==> config.mk <==
export PLATFORM = sky130hd
export DESIGN_NAME = bypass_fifo
export DESIGN_NICKNAME = d
export VERILOG_FILES = /design/src/rtl/bypass_fifo.sv
export SDC_FILE = /design/constraint.sdc
export NUM_CORES = 1
export LEC_CHECK = 0
export BUFFER_PORTS_ARGS = -buffer_cell sky130_fd_sc_hd__buf_2
export CAP_MARGIN = 20
export CELL_PAD_IN_SITES_DETAIL_PLACEMENT = 2
export CELL_PAD_IN_SITES_GLOBAL_PLACEMENT = 2
export CORE_MARGIN = 10
export CORE_UTILIZATION = 40
export CTS_BUF_LIST = sky130_fd_sc_hd__clkbuf_4 sky130_fd_sc_hd__clkbuf_8 sky130_fd_sc_hd__clkbuf_16
export CTS_CLUSTER_DIAMETER = 40
export CTS_CLUSTER_SIZE = 16
export DETAILED_ROUTE_END_ITERATION = 8
export PLACE_DENSITY_LB_ADDON = 0.1
export SKIP_CTS_REPAIR_TIMING = 1
export SYNTH_ARGS = -nofsm -noshare
export SYNTH_HDL_FRONTEND = slang
export SYNTH_SLANG_ARGS = --single-unit
==> constraint.sdc <==
create_clock -name clock -period 2.9 [get_ports clock]
set_input_delay 0.725 -clock clock [delete_from_list [all_inputs] [get_ports clock]]
set_output_delay 0.725 -clock clock [all_outputs]
set_load 0.05 [all_outputs]
==> src/rtl/bypass_fifo.sv <==
// bypass_fifo: DEPTH-entry circular FIFO with a zero-latency combinational
// bypass. When nothing is stored, write_data is presented on read_data in
// the same cycle. A simultaneous read and write on a full FIFO is accepted.
//
// Optional build macro: BYPASS_FIFO_ERROR_FLAGS_EN adds the sticky overflow
// and underflow flags.
//
// Ports:
//   clock         rising-edge clock
//   reset         synchronous, active-high reset
//   write_enable  push write_data this cycle
//   write_data    data to push (WIDTH bits)
//   full          write not accepted this cycle
//   read_enable   pop read_data this cycle
//   read_data     head data, or write_data when bypassing
//   empty         no data available this cycle
//   level         number of stored entries; bypassed words are not counted
//   overflow      (macro only) sticky: a write was attempted while full
//   underflow     (macro only) sticky: a read was attempted while empty
module bypass_fifo #(
    parameter int unsigned WIDTH = 8,
    parameter int unsigned DEPTH = 4
) (
    input  logic                       clock,
    input  logic                       reset,
    input  logic                       write_enable,
    input  logic [WIDTH-1:0]           write_data,
    output logic                       full,
    input  logic                       read_enable,
    output logic [WIDTH-1:0]           read_data,
    output logic                       empty,
    output logic [$clog2(DEPTH+1)-1:0] level
`ifdef BYPASS_FIFO_ERROR_FLAGS_EN
    ,
    output logic                       overflow,
    output logic                       underflow
`endif
);

    localparam int unsigned PTR_W = $clog2(DEPTH);
    localparam int unsigned CNT_W = $clog2(DEPTH + 1);

    logic [WIDTH-1:0] r_mem [DEPTH];
    logic [PTR_W-1:0] r_wr_ptr;
    logic [PTR_W-1:0] r_rd_ptr;
    logic [CNT_W-1:0] r_count;

    logic             w_store_empty;
    logic             w_store_full;
    logic             w_bypass;
    logic             w_do_write;
    logic             w_do_read;
    logic [PTR_W-1:0] w_wr_ptr_next;
    logic [PTR_W-1:0] w_rd_ptr_next;

    always_comb begin
        w_store_empty = (r_count == '0);
        w_store_full  = (r_count == CNT_W'(DEPTH));

        // A write+read with nothing stored passes straight through and
        // leaves all state untouched.
        w_bypass   = w_store_empty && write_enable && read_enable;
        // On a full FIFO the same-edge read frees the slot the write takes.
        w_do_write = write_enable && !w_bypass && (!w_store_full || read_enable);
        w_do_read  = read_enable && !w_store_empty;

        // Explicit wrap so non-power-of-two depths work.
        w_wr_ptr_next = (r_wr_ptr == PTR_W'(DEPTH - 1)) ? '0 : r_wr_ptr + PTR_W'(1);
        w_rd_ptr_next = (r_rd_ptr == PTR_W'(DEPTH - 1)) ? '0 : r_rd_ptr + PTR_W'(1);

        empty     = w_store_empty && !write_enable;
        full      = w_store_full && !read_enable;
        read_data = w_store_empty ? write_data : r_mem[r_rd_ptr];
        level     = r_count;
    end

    always_ff @(posedge clock) begin
        if (reset) begin
            r_wr_ptr <= '0;
            r_rd_ptr <= '0;
            r_count  <= '0;
        end else begin
            if (w_do_write) begin
                r_wr_ptr <= w_wr_ptr_next;
            end
            if (w_do_read) begin
                r_rd_ptr <= w_rd_ptr_next;
            end
            case ({w_do_write, w_do_read})
                2'b10:   r_count <= r_count + CNT_W'(1);
                2'b01:   r_count <= r_count - CNT_W'(1);
                default: r_count <= r_count;
            endcase
        end
    end

    // Storage is not reset; only the pointers and count define validity.
    always_ff @(posedge clock) begin
        if (!reset && w_do_write) begin
            r_mem[r_wr_ptr] <= write_data;
        end
    end

`ifdef BYPASS_FIFO_ERROR_FLAGS_EN
    logic r_overflow;
    logic r_underflow;

    always_ff @(posedge clock) begin
        if (reset) begin
            r_overflow  <= 1'b0;
            r_underflow <= 1'b0;
        end else begin
            if (write_enable && w_store_full && !read_enable) begin
                r_overflow <= 1'b1;
            end
            if (read_enable && w_store_empty && !write_enable) begin
                r_underflow <= 1'b1;
            end
        end
    end

    always_comb begin
        overflow  = r_overflow;
        underflow = r_underflow;
    end
`endif

endmodule

# After elaboration in Yosys (flattened, before gate mapping)
# Memory sizes are Yosys's and may differ from the RTL's. A register that Yosys moved wholly into a read port is not among the register bits.
# Index checks and enable logic that the tools add are counted.
[classes] magnitude_cmp=0 add_sub_neg=4 n_bitwise=0 n_shift=0 reduce_logical=17 n_mul=0 mux=8 n_eq_ne=5 div_mod_pow=0
[op_table] operator="$logic_and 1x1->1" count=8
[op_table] operator="$mux 2" count=4
[op_table] operator="$mux 8" count=1
[op_table] operator="$eq 2x2->1 const B" count=3
[op_table] operator="$logic_not 1->1" count=6
[op_table] operator="$pmux 3 s2" count=1
[op_table] operator="$add 2x1->2 const B" count=2
[op_table] operator="$add 3x1->3 const B" count=1
[op_table] operator="$eq 3x3->1 const B" count=1
[op_table] operator="$logic_not 3->1" count=1
[op_table] operator="$sub 3x1->3 const B" count=1
[op_table] operator="$eq 2x1->1 const B" count=1
[op_table] operator="$mux 1" count=2
[op_table] operator="$reduce_bool 2->1" count=1
[op_table] operator="$logic_or 1x1->1" count=1
[totals] input_bits=12 out_inout_bits=13 regBits=7 latchBits=0 romBits=0 memories=1 ram_bits=32
[mem_list] memory="r_mem" words=4 width=8 rd=1 rd_ports_with_merged_regs=1 write_ports=1 line="43" source="logic [WIDTH-1:0] r_mem [DEPTH];"

# Depth between registers and ports, before layout
# Gate-level depths: netlist of the first run.
[depth] word_depth=9 depth_mapped=10

# Worst setup path before layout of the first run
# OpenSTA, ideal clock, no wires.
[synth_timing] kind="register to output" startpoint="register r_count[2], in the netlist level[2]" endpoint="output port full" path_slack_ns=-0.307 arrival_time_ns=2.482 n_path_buf=1 stages_incl_launch_ff=3 cell_sequence="dfxtp_1 buf_4 nor4b_1"
[synth_via] elab_chain_cells=2
[synth_lines] item="start, declared" line="46" source="logic [CNT_W-1:0] r_count;"
[synth_lines] item="start signal, assigned" line="90" source="2'b10: r_count <= r_count + CNT_W'(1);"
[synth_lines] item="start signal, assigned" line="91" source="2'b01: r_count <= r_count - CNT_W'(1);"
[synth_lines] item="start signal, assigned" line="92" source="default: r_count <= r_count;"
[synth_lines] item="$eq 3x3->1" line="58" source="w_store_full = (r_count == CNT_W'(DEPTH));"
[synth_lines] item="$logic_and 1x1->1" line="72" source="full = w_store_full && !read_enable;"
[synth_lines] item="end, declared" line="28" source="output logic full,"
# Every way passes these cells.

==> metrics.yaml, run 1 <==
cpMaxStageDelayCell: "mux4_2"
p_total_mw: 2.16
fillerInstances: 406
tightest_slew_ps: 480
grt_pass1_vias: 1156
area_growth_pct: 17.3
antenna_found_initial: 0
setup_viol: 0
cts_sinks: 41
multi_input_area_um2: 594
ant_nets: 0
num_rows: 24
ys_types: 29
cts_made_buffers: 5
grt_setup_unrepaired: "false"
hp-class: "flop to flop"
status: "complete, no violations"
worstPathArrival_ps: 1860
clock_skew_ps: 8.97
crit_end: "read_data[6]"
syn-instance-count: 107
stdcell_area_um2: 2090
vias_per_cell: 5.24
r2r_end: "level[2]$_SDFFE_PP0P_"
maxSlewHeadroom: 0.679
period_share: 0.891
p_comb_frac: 0.426
rr_worst_depth: 9
rrSetupSlack_ps: 450
die-height_um: 86.8
syn_nets: 126
peakVddDrop_mv: 0.471
tns_ps: 0
wl_per_cell_um: 21.5
numPortBuffers: 24
final_cell_mix: "edfxtp_1 (32), buf_2 (24), dfxtp_1 (9)"
grt_usage: 0.114
overflow: 0
drive_gt1_frac: 0.413
finalWeightedCongestion: 0.668
fmax_ghz: 0.387
crit_buf_inv: 2
wirelength_um: 4080
clk_pin_slew_worst_paths_ps: 80
cp_cell_sequence: "buf_4, mux4_2, mux2_2, buf_2"
tritoncts: "built"
drc_errors: 0
drt_iter0_markers: 56
required_ps: 2170
seq_area_um2: 1140
io_pins: 25
core_area_um2: 4320
crit_cells: 4
power.density_nw_per_um2: 1030
seqPwrFrac: 0.360
num_vias: 996
post-route-util: 0.484
end_kind: "output port"
cts_root_buf: "clkbuf_8"
clk_latency_ps: 300
leakagePower_nw: 0.763
power.internal_mw: 1.29
start_util: 0.413
worst_setup_path_start_kind: "flop"
period_needed_ps: 2580
critical_path.max_stage_delay_ps: 540
dieArea_um2: 7540
crit_fanout: 8
syn_area_per_cell_um2: 16.7
p_switching_mw: 0.876
diodes: 0
placed_cell_area_um2: 1980
p_sw_frac: 0.405
fin_nets: 156
worst-setup-path-type: "flop to output port"
layout_commonest_cell: "edfxtp_1"
yosysSeqAreaShare: 0.639
grt_max_degree: 14
ctsHtreeMaxLevel: 2
yosysWarnings: 0
cap_violations: 0
hold_viol: 0
cp_top_family: "multiplexers"
cts_buffer_depth: 2
synth-seq-cells: 41
firstDrtPassIters: 6
worstReg2RegStart: "level[2]$_SDFFE_PP0P_"
dpl.hpwl_um: 2820
grt_pass1_wl_um: 6420
slew_viol_final: 0
syn_area_um2: 1790
die_w_um: 86.8
p_clk_frac: 0.214
[power groups by stage]
stage	Sequential [mW]	Clock (mW)	Combinational, mW
global route	0.792	0.497	0.989
detailed placement	0.795	0	0.935
global placement	0.786	0	0.907
CTS	0.782	0.477	0.947
floorplan	0.792	0	0.726
finish	0.780	0.462	0.922
[worst register-to-register path: stages, from the launching register on]
cell     delay [ps]
dfxtp_1         560
xnor2_1         130
o31a_1          310
inv_1           150
ha_1            200
inv_1            60
fa_1            370
xor2_1          150
or3_1           320
a21oi_1         150
[per-layer routing]
metal | wire length [µm] | up-vias | global-route usage
li1 | - | 464 | -
met1 | 1660 | 505 | 0.132
met2 | 2170 | 25 | 0.192
met3 | 223 | 2 | 0.0422
met4 | 27 | 0 | 0.0353
met5 | 0 | - | 0
[final cells by class]
cell class | instances | share of cell area
inverter | 7 | 0.0125
multi-input combinational | 53 | 0.284
timing repair buffer | 29 | 0.0753
tap | 52 | 0.0311
sequential | 41 | 0.545
clock buffer | 6 | 0.0364
clock inverter | 2 | 0.0161
[metrics by stage]
| step | cells | worst slack [ps] | hold WS, ps |
|---|---|---|---|
| after floorplan | 107 | 329 | 463 |
| after global placement | 182 | 218 | 488 |
| after detailed placement | 182 | 116 | 520 |
| after CTS | 190 | 271 | 534 |
| after global routing | 190 | 227 | 552 |
| final | 190 | 316 | 527 |
[sequential cells by signal (all words and copies together) (netlist names), named ones only]
signal and cells:
r_mem 32, level 3, r_rd_ptr 2, r_wr_ptr 2
[Yosys cell counts]
cell type | instances | area (µm²)
nor4_1 | 1 | 6.26
buf_2 | 2 | 10.0
xor2_1 | 2 | 17.5
o31ai_2 | 1 | 12.5
nor3_4 | 1 | 16.3
mux2i_1 | 2 | 20.0
mux2_2 | 8 | 90.1
ha_1 | 6 | 75.1
edfxtp_1 | 32 | 961
nor2_1 | 5 | 18.8
inv_1 | 7 | 26.3
nand2b_1 | 2 | 12.5
dfxtp_1 | 9 | 180
o31a_1 | 1 | 8.76
buf_4 | 1 | 7.51
nor4b_1 | 1 | 8.76
nor3_1 | 1 | 5.00
fa_1 | 1 | 20.0
mux2_4 | 1 | 15.0
a21oi_1 | 3 | 15.0
buf_6 | 1 | 11.3
mux4_2 | 8 | 180
o21ai_0 | 1 | 5.00
nand2_1 | 1 | 3.75
xnor2_1 | 1 | 8.76
or3_1 | 2 | 12.5
buf_1 | 1 | 3.75
nor3b_1 | 4 | 30.0
clkbuf_1 | 1 | 3.75
[worst min path at each step]
| stage | to | slack [ps] | startpoint | cells after the start |
|---|---|---|---|---|
| floorplan | flop | 460 | r_rd_ptr[0]$_SDFFE_PP0P_ | 2 |
| global placement | r_rd_ptr[0]$_SDFFE_PP0P_ | 490 | r_rd_ptr[0]$_SDFFE_PP0P_ | 2 |
| detailed placement | r_wr_ptr[1]$_SDFFE_PP0P_ | 520 | r_wr_ptr[1]$_SDFFE_PP0P_ | 2 |
| CTS | r_wr_ptr[1]$_SDFFE_PP0P_ | 530 | r_wr_ptr[1]$_SDFFE_PP0P_ | 2 |
| global route | r_wr_ptr[1]$_SDFFE_PP0P_ | 550 | r_wr_ptr[1]$_SDFFE_PP0P_ | 2 |
| finish | r_wr_ptr[1]$_SDFFE_PP0P_ | 530 | r_wr_ptr[1]$_SDFFE_PP0P_ | 2 |
[logic make-up (layout without fill, tap and decap cells)]
logic type,after synthesis,after routing,share of synthesized area
flops,41,41,0.639
mux,19,19,0.171
simple gates,18,18,0.0638
buf+inv,13,44,0.0350
fa+ha+maj,7,7,0.0533
compound gates,6,6,0.0231
xor+xnor,3,3,0.0147
No activity file was read; power rests on OpenSTA's default activity.
==> inputs of run 2 (changes only) <==
Settings changed: BUFFER_PORTS_ARGS -buffer_cell sky130_fd_sc_hd__buf_2 to -buffer_cell sky130_fd_sc_hd__buf_4, SETUP_SLACK_MARGIN set to 0.1.
==> metrics.yaml, run 2 (synthesized netlist as in run 1, its figures left out) <==
dieArea_um2: 7540  # unchanged
drt_iter0_markers: 40  # was 56
vias_per_cell: 5.21  # was 5.24
area_growth_pct: 19.6  # was 17.3%
fin_nets: 156  # unchanged
wl_per_cell_um: 22.3  # was 21.5 µm
clk_latency_ps: 300  # about the same
r2r_end: "level[2]$_SDFFE_PP0P_"  # unchanged
core_area_um2: 4320  # unchanged
start_util: 0.413  # unchanged
worst_setup_path_start_kind: "flop"  # unchanged
power.density_nw_per_um2: 1010  # was 1030 nW/µm²
firstDrtPassIters: 3  # was 6
clock_skew_ps: 6.56  # was 8.97 ps
tightest_slew_ps: 520  # was 480 ps
worstReg2RegStart: "level[2]$_SDFFE_PP0P_"  # unchanged
worstPathArrival_ps: 1860  # about the same
cts_root_buf: "clkbuf_8"  # unchanged
wirelength_um: 4230  # was 4080 µm
layout_commonest_cell: "edfxtp_1"  # unchanged
crit_start: "level[2]$_SDFFE_PP0P_"
num_vias: 990  # was 996
top_layer: "met4"  # unchanged
hold_viol: 0  # unchanged
post-route-util: 0.494  # was 0.484
die_w_um: 86.8  # unchanged
setup_viol: 0  # unchanged
met2RoutedLength_um: 2220  # was 2170 µm
stdcell_area_um2: 2140  # was 2090 µm²
rrSetupSlack_ps: 360  # was 450 ps
grt_pass1_wl_um: 6730  # was 6420 µm
cts_made_buffers: 5  # unchanged
wl_met3_um: 185  # was 223 µm
die-height_um: 86.8  # unchanged
hold_ws_ps: 507  # was 527 ps
period_share: 0.891  # about the same
drc_errors: 0  # unchanged
final_cell_mix: "edfxtp_1 (32), buf_4 (29), dfxtp_1 (9)"  # was edfxtp_1 (32), buf_2 (24), dfxtp_1 (9)
largest_reg_flops: 32  # unchanged
numPortBuffers: 24  # unchanged
cap_violations: 0  # unchanged
crit_fanout: 8  # unchanged
grt_setup_unrepaired: "false"  # unchanged
antenna_found_initial: 0  # unchanged
required_ps: 2170  # about the same
leakagePower_nw: 0.774  # was 0.763 nW
period_needed_ps: 2580  # about the same
io_pins: 25  # unchanged
cts_buffer_depth: 2  # unchanged
status: "complete, no violations"  # unchanged
grt_usage: 0.122  # was 0.114
grt_pass1_vias: 1168  # was 1156
wl_met1_um: 1740  # was 1660 µm
placed_cell_area_um2: 2040  # was 1980 µm²
tns_ps: 0  # unchanged
overflow: 0  # unchanged
end_kind: "output port"  # unchanged
peakVddDrop_mv: 0.341  # was 0.471 mV
tritoncts: "built"  # unchanged
rr_worst_depth: 9  # unchanged
crit_end: "read_data[7]"  # was read_data[6]
cts_sinks: 41  # unchanged
finalWeightedCongestion: 0.714  # was 0.668
maxSlewHeadroom: 0.652  # was 0.679
hp-class: "flop to flop"  # unchanged
num_rows: 24  # unchanged
clk_pin_slew_worst_paths_ps: 80  # about the same
slew_viol_final: 0  # unchanged
diodes: 0  # unchanged
ant_nets: 0  # unchanged
fmax_ghz: 0.387  # about the same
worst-setup-path-type: "flop to output port"  # unchanged
grt_max_degree: 14  # unchanged
ctsHtreeMaxLevel: 2  # unchanged
drive_gt1_frac: 0.420  # was 0.413
dpl.hpwl_um: 2950  # was 2820 µm
largest-register: "r_mem"  # unchanged
-- run 2: changes by cell type in the layout (fill, tap and decap cells not counted), sizes merged --
| cell | change |
|---|---|
| clkbuf | +2 |
| bufinv | -1 |
| clkinv | -1 |
-- run 2: layout make-up --
class / instances / area (µm²)
clock buffer: 8 / 91.3
fill: 426 / 2190
inverter: 7 / 26.3
multi-input combinational: 53 / 594
sequential: 41 / 1140
tap: 52 / 65.1
timing repair buffer: 29 / 218
-- run 2: per-layer routing --
layer,global-route usage,up-vias
met5,0,-
met2,0.219,19
met3,0.0403,6
met1,0.127,507
met4,0.0486,0
li1,-,458
-- run 2: worst min path at each step --
stage | cells after the start | endpoint | from | slack [ps]
6_report | 2 | r_rd_ptr[0]$_SDFFE_PP0P_ | r_rd_ptr[0]$_SDFFE_PP0P_ | 510
5_1_grt | 2 | r_rd_ptr[0]$_SDFFE_PP0P_ | r_rd_ptr[0]$_SDFFE_PP0P_ | 550
4_1_cts | 2 | r_rd_ptr[0]$_SDFFE_PP0P_ | r_rd_ptr[0]$_SDFFE_PP0P_ | 510
3_5_place_dp | 2 | flop | r_rd_ptr[0]$_SDFFE_PP0P_ | 500
3_3_place_gp | 2 | r_rd_ptr[0]$_SDFFE_PP0P_ | r_rd_ptr[0]$_SDFFE_PP0P_ | 490
2_1_floorplan | 2 | flop | r_rd_ptr[0]$_SDFFE_PP0P_ | 460
-- run 2: critical path, cell delays in order (launching register included) --
cell	delay (ps)
dfxtp_1	440
nor3_4	520
mux2_2	400
buf_4	190
-- run 2: power by group --
part | internal, mW | leakage (nW) | switching (mW)
logic | 0.381 | 0.361 | 0.608
registers | 0.701 | 0.363 | 0.0808
clock network | 0.199 | 0.0498 | 0.190
-- run 2: stage by stage --
step	total power, mW	instances	setup WS [ps]
after floorplan	1.52	107	329
after global placement	1.76	182	217
after detailed placement	1.79	182	98.5
after CTS	2.21	190	269
after global routing	2.27	190	187
final	2.16	190	317
